### src/rtl/copro_alu_pipe.sv
// Coprocessor ALU with a fixed-latency compute pipeline and an in-order
// result FIFO. Issue is credit based: an op is accepted only while the number
// of in-flight plus buffered results is below Depth, so every op that leaves
// the pipeline always finds a free FIFO slot and the pipeline never stalls.
//
// Ports
//   clk_i, rst_ni        clock, asynchronous active-low reset
//   flush_i              synchronous kill of everything in flight or buffered
//   valid_i / ready_o    issue handshake (ready_o independent of valid_i)
//   registers_i          source operands (NrRgprPorts x XLEN)
//   opcode_i             operation, hartid_i / id_i / rd_i carried to result
//   valid_o / ready_i    result handshake
//   result_o, hartid_o, id_o, rd_o, we_o, err_o   head-of-FIFO result
//   count_o              in-flight plus buffered entries

package cvxif_instr_pkg;
  typedef enum logic [3:0] {
    ILLEGAL    = 4'b0000,
    NOP        = 4'b0001,
    ADD        = 4'b0010,
    DOUBLE_RS1 = 4'b0011,
    DOUBLE_RS2 = 4'b0100,
    ADD_MULTI  = 4'b0101,
    ADD_RS3_R4 = 4'b0110,
    ADD_RS3_R  = 4'b0111
  } opcode_t;
endpackage

module copro_alu_pipe #(
  parameter int unsigned XLEN        = 64,
  parameter int unsigned NrRgprPorts = 2,
  parameter int unsigned Latency     = 1,
  parameter int unsigned Depth       = 2,
  parameter type         hartid_t    = logic,
  parameter type         id_t        = logic,
  // Operand bundle: one XLEN-bit word per source register port.
  parameter type         registers_t = logic [NrRgprPorts-1:0][XLEN-1:0],
  localparam int unsigned CntW       = $clog2(Depth + 1)
) (
  input  logic                     clk_i,
  input  logic                     rst_ni,
  input  logic                     flush_i,
  input  logic                     valid_i,
  output logic                     ready_o,
  input  registers_t               registers_i,
  input  cvxif_instr_pkg::opcode_t opcode_i,
  input  hartid_t                  hartid_i,
  input  id_t                      id_i,
  input  logic [4:0]               rd_i,
  output logic                     valid_o,
  input  logic                     ready_i,
  output logic [XLEN-1:0]          result_o,
  output hartid_t                  hartid_o,
  output id_t                      id_o,
  output logic [4:0]               rd_o,
  output logic                     we_o,
  output logic                     err_o,
  output logic [CntW-1:0]          count_o
);
  import cvxif_instr_pkg::*;

  localparam int unsigned PtrW = (Depth > 1) ? $clog2(Depth) : 1;

  typedef logic [PtrW-1:0] ptr_t;

  typedef struct packed {
    logic            err;
    logic            we;
    logic [4:0]      rd;
    id_t             id;
    hartid_t         hartid;
    logic [XLEN-1:0] result;
  } entry_t;

  // Circular pointer advance over a FIFO that need not be a power of two deep.
  function automatic ptr_t ptr_inc(input ptr_t p);
    if (p == PtrW'(Depth - 1)) begin
      ptr_inc = '0;
    end else begin
      ptr_inc = p + PtrW'(1);
    end
  endfunction

  logic [XLEN-1:0] rs1_s, rs2_s, rs3_s;
  entry_t          issue_ent_s;
  logic            issue_s;
  logic            pop_s;
  entry_t          wr_ent_s;
  logic            wr_vld_s;

  entry_t          mem_r [Depth];
  ptr_t            rd_ptr_r, wr_ptr_r;
  logic [CntW-1:0] fifo_cnt_r;
  logic [CntW-1:0] count_r;

  assign rs1_s = registers_i[0];
  assign rs2_s = registers_i[1];

  if (NrRgprPorts == 3) begin : g_rs3
    assign rs3_s = registers_i[2];
  end else begin : g_no_rs3
    assign rs3_s = '0;
  end

  // A flush cycle never accepts an issue, so ready_o already folds it in.
  assign ready_o = (count_r < CntW'(Depth)) && !flush_i;
  assign issue_s = valid_i && ready_o;
  assign valid_o = (fifo_cnt_r != '0);
  assign pop_s   = valid_o && ready_i && !flush_i;
  assign count_o = count_r;

  // Opcode decode and arithmetic for the op being issued this cycle.
  always_comb begin
    issue_ent_s        = '0;
    issue_ent_s.hartid = hartid_i;
    issue_ent_s.id     = id_i;
    issue_ent_s.rd     = rd_i;
    issue_ent_s.we     = 1'b1;
    issue_ent_s.err    = 1'b0;
    case (opcode_i)
      NOP: begin
        issue_ent_s.rd = 5'd0;
        issue_ent_s.we = 1'b0;
      end
      ADD, ADD_MULTI: issue_ent_s.result = rs1_s + rs2_s;
      DOUBLE_RS1:     issue_ent_s.result = rs1_s << 1;
      DOUBLE_RS2:     issue_ent_s.result = rs2_s << 1;
      ADD_RS3_R4:     issue_ent_s.result = rs1_s + rs2_s + rs3_s;
      ADD_RS3_R: begin
        issue_ent_s.result = rs1_s + rs2_s + rs3_s;
        issue_ent_s.rd     = 5'd10;
      end
      default: begin
        // Unknown op still consumes a slot and reports itself as an error.
        issue_ent_s.rd  = 5'd0;
        issue_ent_s.we  = 1'b0;
        issue_ent_s.err = 1'b1;
      end
    endcase
  end

  // Latency 1 writes the FIFO on the issue edge; longer latencies add
  // Latency-1 register stages in front of the FIFO.
  if (Latency == 1) begin : g_lat1
    assign wr_vld_s = issue_s;
    assign wr_ent_s = issue_ent_s;
  end else begin : g_pipe
    logic [Latency-2:0] vld_r;
    entry_t             ent_r [Latency-1];

    // Shift issued ops through the fixed-latency stages; flush drops them.
    always_ff @(posedge clk_i or negedge rst_ni) begin
      if (!rst_ni) begin
        vld_r <= '0;
        for (int i = 0; i < int'(Latency) - 1; i++) begin
          ent_r[i] <= '0;
        end
      end else if (flush_i) begin
        vld_r <= '0;
      end else begin
        vld_r[0] <= issue_s;
        ent_r[0] <= issue_ent_s;
        for (int i = 1; i < int'(Latency) - 1; i++) begin
          vld_r[i] <= vld_r[i-1];
          ent_r[i] <= ent_r[i-1];
        end
      end
    end

    assign wr_vld_s = vld_r[Latency-2];
    assign wr_ent_s = ent_r[Latency-2];
  end

  // Result FIFO storage and pointers; credits guarantee no overflow.
  always_ff @(posedge clk_i or negedge rst_ni) begin
    if (!rst_ni) begin
      rd_ptr_r   <= '0;
      wr_ptr_r   <= '0;
      fifo_cnt_r <= '0;
      for (int i = 0; i < int'(Depth); i++) begin
        mem_r[i] <= '0;
      end
    end else if (flush_i) begin
      rd_ptr_r   <= '0;
      wr_ptr_r   <= '0;
      fifo_cnt_r <= '0;
    end else begin
      if (wr_vld_s) begin
        mem_r[wr_ptr_r] <= wr_ent_s;
        wr_ptr_r        <= ptr_inc(wr_ptr_r);
      end
      if (pop_s) begin
        rd_ptr_r <= ptr_inc(rd_ptr_r);
      end
      case ({wr_vld_s, pop_s})
        2'b10:   fifo_cnt_r <= fifo_cnt_r + CntW'(1);
        2'b01:   fifo_cnt_r <= fifo_cnt_r - CntW'(1);
        default: fifo_cnt_r <= fifo_cnt_r;
      endcase
    end
  end

  // Credit counter: everything issued and not yet popped.
  always_ff @(posedge clk_i or negedge rst_ni) begin
    if (!rst_ni) begin
      count_r <= '0;
    end else if (flush_i) begin
      count_r <= '0;
    end else begin
      case ({issue_s, pop_s})
        2'b10:   count_r <= count_r + CntW'(1);
        2'b01:   count_r <= count_r - CntW'(1);
        default: count_r <= count_r;
      endcase
    end
  end

  // Head entry drives the outputs; it only moves on a pop, so it holds
  // stable under backpressure.
  assign result_o = mem_r[rd_ptr_r].result;
  assign hartid_o = mem_r[rd_ptr_r].hartid;
  assign id_o     = mem_r[rd_ptr_r].id;
  assign rd_o     = mem_r[rd_ptr_r].rd;
  assign we_o     = mem_r[rd_ptr_r].we;
  assign err_o    = mem_r[rd_ptr_r].err;

endmodule

### config.mk
export PLATFORM = sky130hd
export DESIGN_NAME = copro_alu_pipe
export DESIGN_NICKNAME = d
export VERILOG_FILES = /design/src/rtl/copro_alu_pipe.sv
export SDC_FILE = /design/constraint.sdc
export NUM_CORES = 1
export LEC_CHECK = 0
export BUFFER_PORTS_ARGS = -buffer_cell sky130_fd_sc_hd__buf_2
export CORE_MARGIN = 2
export CORE_UTILIZATION = 30
export DETAILED_ROUTE_END_ITERATION = 10
export SYNTH_ARGS = -nofsm -noshare
export SYNTH_HDL_FRONTEND = slang
export SYNTH_SLANG_ARGS = --single-unit
### constraint.sdc
create_clock -name clk_i -period 2.48 [get_ports clk_i]
set_clock_uncertainty 0.2 [all_clocks]
set_input_delay 0.496 -clock clk_i [delete_from_list [all_inputs] [get_ports clk_i]]
set_output_delay 0.496 -clock clk_i [all_outputs]
set_load 0.01 [all_outputs]
# After elaboration in Yosys (flattened, before gate mapping)
# Cells that the tools add are included.
dict set report totals {
  ff_bits 152
  latchBits 0
  ram_bits 0
  romBits 0
  inputBits 144
  out_inout_bits 77
  mem_count 0
}
dict set report classes {
  add_sub_neg 7
  mul 0
  div_mod_pow 0
  magnitude_cmp 4
  eq_ne 9
  shift 0
  mux 20
  n_bitwise 3
  n_reduce_logical 15
}
# op n
set op_table {}
lappend op_table {{2-to-1 mux 73 bit} 4}
lappend op_table {{case mux 64 bit (3 select lines)} 1}
lappend op_table {{bitwise mux 146 bit} 1}
lappend op_table {{demux 73 bit (select 1 bit)} 1}
lappend op_table {{adder 64 bit} 1}
lappend op_table {{== test 4 x 3 -> 1 bit, second input constant} 4}
lappend op_table {{case mux 5 bit (2 select lines)} 1}
lappend op_table {{== test 4 x 2 -> 1 bit, second input constant} 2}
lappend op_table {{2-to-1 mux 1 bit} 8}
lappend op_table {{case mux 2 bit (2 select lines)} 2}
lappend op_table {{OR reduction 7 bit} 1}
lappend op_table {{nonzero test 2 bit} 3}
lappend op_table {{OR reduction 6 bit} 1}
lappend op_table {{logical AND 1 bit} 5}
lappend op_table {{OR reduction 5 bit} 1}
lappend op_table {{adder 2 x 1 -> 2 bit, second input constant} 2}
lappend op_table {{== test 4 x 1 -> 1 bit, second input constant} 1}
lappend op_table {{greater-or-equal comparator 2 bit, second input constant} 2}
lappend op_table {{2-to-1 mux 2 bit} 2}
lappend op_table {{NOT 1 -> 2 bit} 2}
lappend op_table {{OR reduction 4 bit} 1}
lappend op_table {{subtractor 2 x 1 -> 2 bit, second input constant} 2}
lappend op_table {{nonzero test 3 bit} 1}
lappend op_table {{adder 1 bit, second input constant} 2}
lappend op_table {{other kinds (7)} 7}

# Longest topological paths before layout
dict set report logic_depth {
  depth_word 6
  depth_mapped 12
}

# Least setup slack after synthesis
# Ideal clock, no wire load.
dict set report synth_timing {
  kind {input to register}
  startpoint {input port registers_i[0] (netlist name)}
  endpoint {register mem_r[119] (netlist name)}
  arrival_ps 3129
  required_ps 2144
  path_slack_ps -985
  cell_stages 12
  path_buffers 0
  path_cell_list {ha_1 fa_1 a21o_1 a311oi_1 nor4_2 a2111oi_2 o21ai_2 a21oi_1 o21bai_1 xor2_1 a222oi_1 o21ai_0}
}
dict set report synth_between {
  elab_chain_len 3
}
# item line
set synth_rtl {}
lappend synth_rtl {{from (decl)} 45} ;# input registers_t registers_i,
lappend synth_rtl {{adder 64 bit} {125, 128, 130}}
lappend synth_rtl {{case mux 64 bit (3 select lines)} 120} ;# case (opcode_i)
lappend synth_rtl {{bitwise mux 146 bit} 189} ;# mem_r[wr_ptr_r] <= wr_ent_s;
lappend synth_rtl {{to (signal, indexed assignment)} 189}
lappend synth_rtl {{to (decl)} 91} ;# entry_t mem_r [Depth];
# Every way passes these cells.
# A chain may end at the register's enable or synchronous reset.

# Worst setup path after layout
dict set report layout_timing {
  startpoint {input port registers_i[79] (netlist name)}
  endpoint {register mem_r[59] (netlist name)}
}
# Same word-level chain as after synthesis.

==> impl_metrics.toml <==
[run_status]
status = "complete, but fails checks"
violations = "setup timing"

[synth]
synth_nets = 1490
avgSynthCellArea_sq_um = 8.62
synth_top_cell_by_area = "dfrtp_1"
ys_seq_area_frac = 0.344
synthFlopType = "dfrtp_1"
syn_area_sq_um = 11100
synth_edf_count = 0
synth-seq-cells = 152
synth_top_area_share = 0.344
netlist_instances = 1282
yosysWarnings = 0
synth_area_leaders = "dfrtp_1 (34%), mux2_2 (8.4%), o21ai_0 (7.8%)"
async_flop_share = 1.00
synth.distinct_cells = 66
synth_common_cells = "nand2_1 (207), o21ai_0 (172), dfrtp_1 (152), a21oi_1 (86), mux2_2 (82)"
synth_most_common_cell = "nand2_1"

[setup_path]
r2r-end = "mem_r[25]"
worstPathArrival_ns = 3.28
r2r_start = "count_o[1]"
worstSetupStartpointType = "primary input"
rr_worst_depth = 6
critPathKind = "primary input to flip-flop"
critPathMaxFanout = 3
cp-end-kind = "flip-flop"
cp.required_ns = 2.67
r2r_slack_ns = 0.51

[clocking]
insertion_delay_ns = 0.45
cts_root_buf = "clkbuf_16"
cts.clk_slew.worst_paths_ns = 0.07
cts-buffers-inserted = 17
cts_max_level = 4
clock_path_buffers = 2
cts_tree = "built"
cts_sinks = 152

[cells_and_area]
design_area_sq_um = 17900
fillers = 3419
drive_gt1_frac = 0.484
layout.nets = 1987
final_cell_count_no_fill = 2261
areaGrowthSynthToFinish_pct = 61.7

[timing]
fin_crit_ns = 3.09
hold_viol = 0
relSlewSlack = 0.623
setup_violations = 116
finalWorstSetupSlack_ns = -0.606
rsz0062_at_grt = "true"
fmax_mhz = 324
drv_slew = 0
fin_crit_sh = 1.24
worst_pin_slew_ns = 0.561

[routing]
drc = 0
drtAntennaViolNets = 0
num_vias = 12000
via_per_inst = 5.30
first_pass_iters = 7
drtIter0Drc = 800
wire_per_inst_um = 18.8
wl_mm = 42.5

[floorplan]
die_area_sq_um = 38400
rows = 70
ios = 221
core_area_sq_um = 36400
die_w_um = 196
die_h_um = 196
initial_core_util = 0.303

[pwr]
ir_drop_uv = 524
power.density_nw_per_um2 = 722
seq_power_share = 0.302
p_sw_frac = 0.369
leakage_nw = 8.24
internal_power_w = 0.00814
p_sw_w = 0.00476
p_clk_frac = 0.216
p_comb_frac = 0.482

[hold_path]
whs_endpoint = "mem_r[138]"
hp-class = "primary input to flip-flop"
min-delay-start = "id_i"
hold_depth = 3

[placement]
gp_congestion = 0.869
place_inst = 2181
hpwlAfterDp_mm = 30.4
place_area_sq_um = 15300
io_buffers = 220

[global_routing]
track_usage = 0.212
grt_max_degree = 69
antenna_found_initial = 3
grt_overflow = 0
grt_pass1_wl_mm = 64.2
grt_pass1_vias = 12000

[run]
maxCapViolations = 0
routing by layer:
layer,track usage,wire length [um]
met4,0.0553,746
met5,0,24
met3,0.0380,2390
met2,0.352,20600
met1,0.286,18800
power groups by stage:
stage	registers [W]	logic, W	clock network (W)
global placement	0.00387	0.00489	0
detailed placement	0.00392	0.00496	0
CTS	0.00389	0.00540	0.00286
floorplan	0.00379	0.00296	0
global route	0.00402	0.00675	0.00295
finish	0.00390	0.00622	0.00279
cells by family after synthesis:
group,Yosys count,share of synthesized area
AO/OA/AOI/OAI,447,0.263
AND/OR/NAND/NOR,365,0.147
flip-flops,152,0.344
buffers and inverters,106,0.0370
multiplexers,84,0.0853
XOR/XNOR,64,0.0507
adder cells (fa/ha/maj),64,0.0731
state kept, by name, summed over array words and instances (netlist names):
signal	flops
rd_ptr_r	1
count_o	2
fifo_cnt_r	2
mem_r	146
wr_ptr_r	1
placed cells by master, fill, tap and decap left out, drive strengths merged, types with 4 or more instances in the layout:
master | netlist | routed
buf | 10 | 561
nand2 | 207 | 207
o21ai | 178 | 178
dfrtp | 152 | 152
a21oi | 87 | 87
mux2 | 82 | 82
ha | 63 | 63
nor2 | 57 | 57
a222oi | 52 | 52
xnor2 | 40 | 40
nand4 | 30 | 30
a21o | 28 | 28
inv | 17 | 25
xor2 | 24 | 24
clkbuf | 79 | 22
o21bai | 18 | 18
nor3 | 16 | 16
o21a | 14 | 14
nand3 | 14 | 14
or3 | 12 | 12
a22oi | 11 | 11
a31oi | 11 | 11
and2 | 7 | 7
a221oi | 6 | 6
clkinv | 0 | 5
nor2b | 4 | 4
or2 | 4 | 4
a21boi | 4 | 4
final cells by class:
cell class	instances	area (sq um)	share of cell area
timing repair buffer	567	4450	0.249
clock inverter	15	184	0.0103
multi-input combinational	1024	8360	0.468
sequential	152	3810	0.213
inverter	17	63.8	0.00357
clock buffer	17	425	0.0238
tap	468	586	0.0328
antenna	1	2.50	0.000140
worst max-delay path: stages:
cell,delay [ns]
buf_6,0.11
ha_4,0.26
nand4_1,0.17
nor3_4,0.30
o2bb2ai_2,0.16
a311oi_4,0.09
buf_6,0.15
o311ai_4,0.26
buf_6,0.16
nand4_1,0.17
a21oi_4,0.29
buf_6,0.14
o21ai_4,0.06
or3_1,0.39
nand3_1,0.08
worst max path at each step:
stage,start,to,cells past startpoint
5_1_grt,registers_i[82],mem_r[59],15
2_1_floorplan,registers_i[0],mem_r[127],12
4_1_cts,registers_i[0],mem_r[119],14
3_5_place_dp,registers_i[6],mem_r[132],14
6_report,registers_i[79],mem_r[59],15
3_3_place_gp,registers_i[6],mem_r[132],14
stage by stage:
stage | power, W | setup slack, ns | setup TNS (ns) | hold WS, ns | util
after global placement | 0.00876 | -1.23 | -99.15 | 0.226 | 0.419
final | 0.0129 | -0.606 | -41.85 | 0.0531 | 0.491
after detailed placement | 0.00889 | -1.24 | -102.84 | 0.231 | 0.419
after global routing | 0.0137 | -0.760 | -57.42 | 0.0368 | 0.491
after floorplan | 0.00675 | -0.643 | -39.30 | 0.000409 | -
after CTS | 0.0122 | -0.604 | -39.60 | 0.0265 | 0.461
timing repair:
action	4_1_cts	5_1_grt
pin swaps	137	108
endpoints found under the setup margin	114	158
buffers inserted	28	28
gates cloned	1	7
gates resized for setup	180	180
hold endpoints to repair	35	0
hold buffers	1	0
Power figures use the tool's default switching activity.
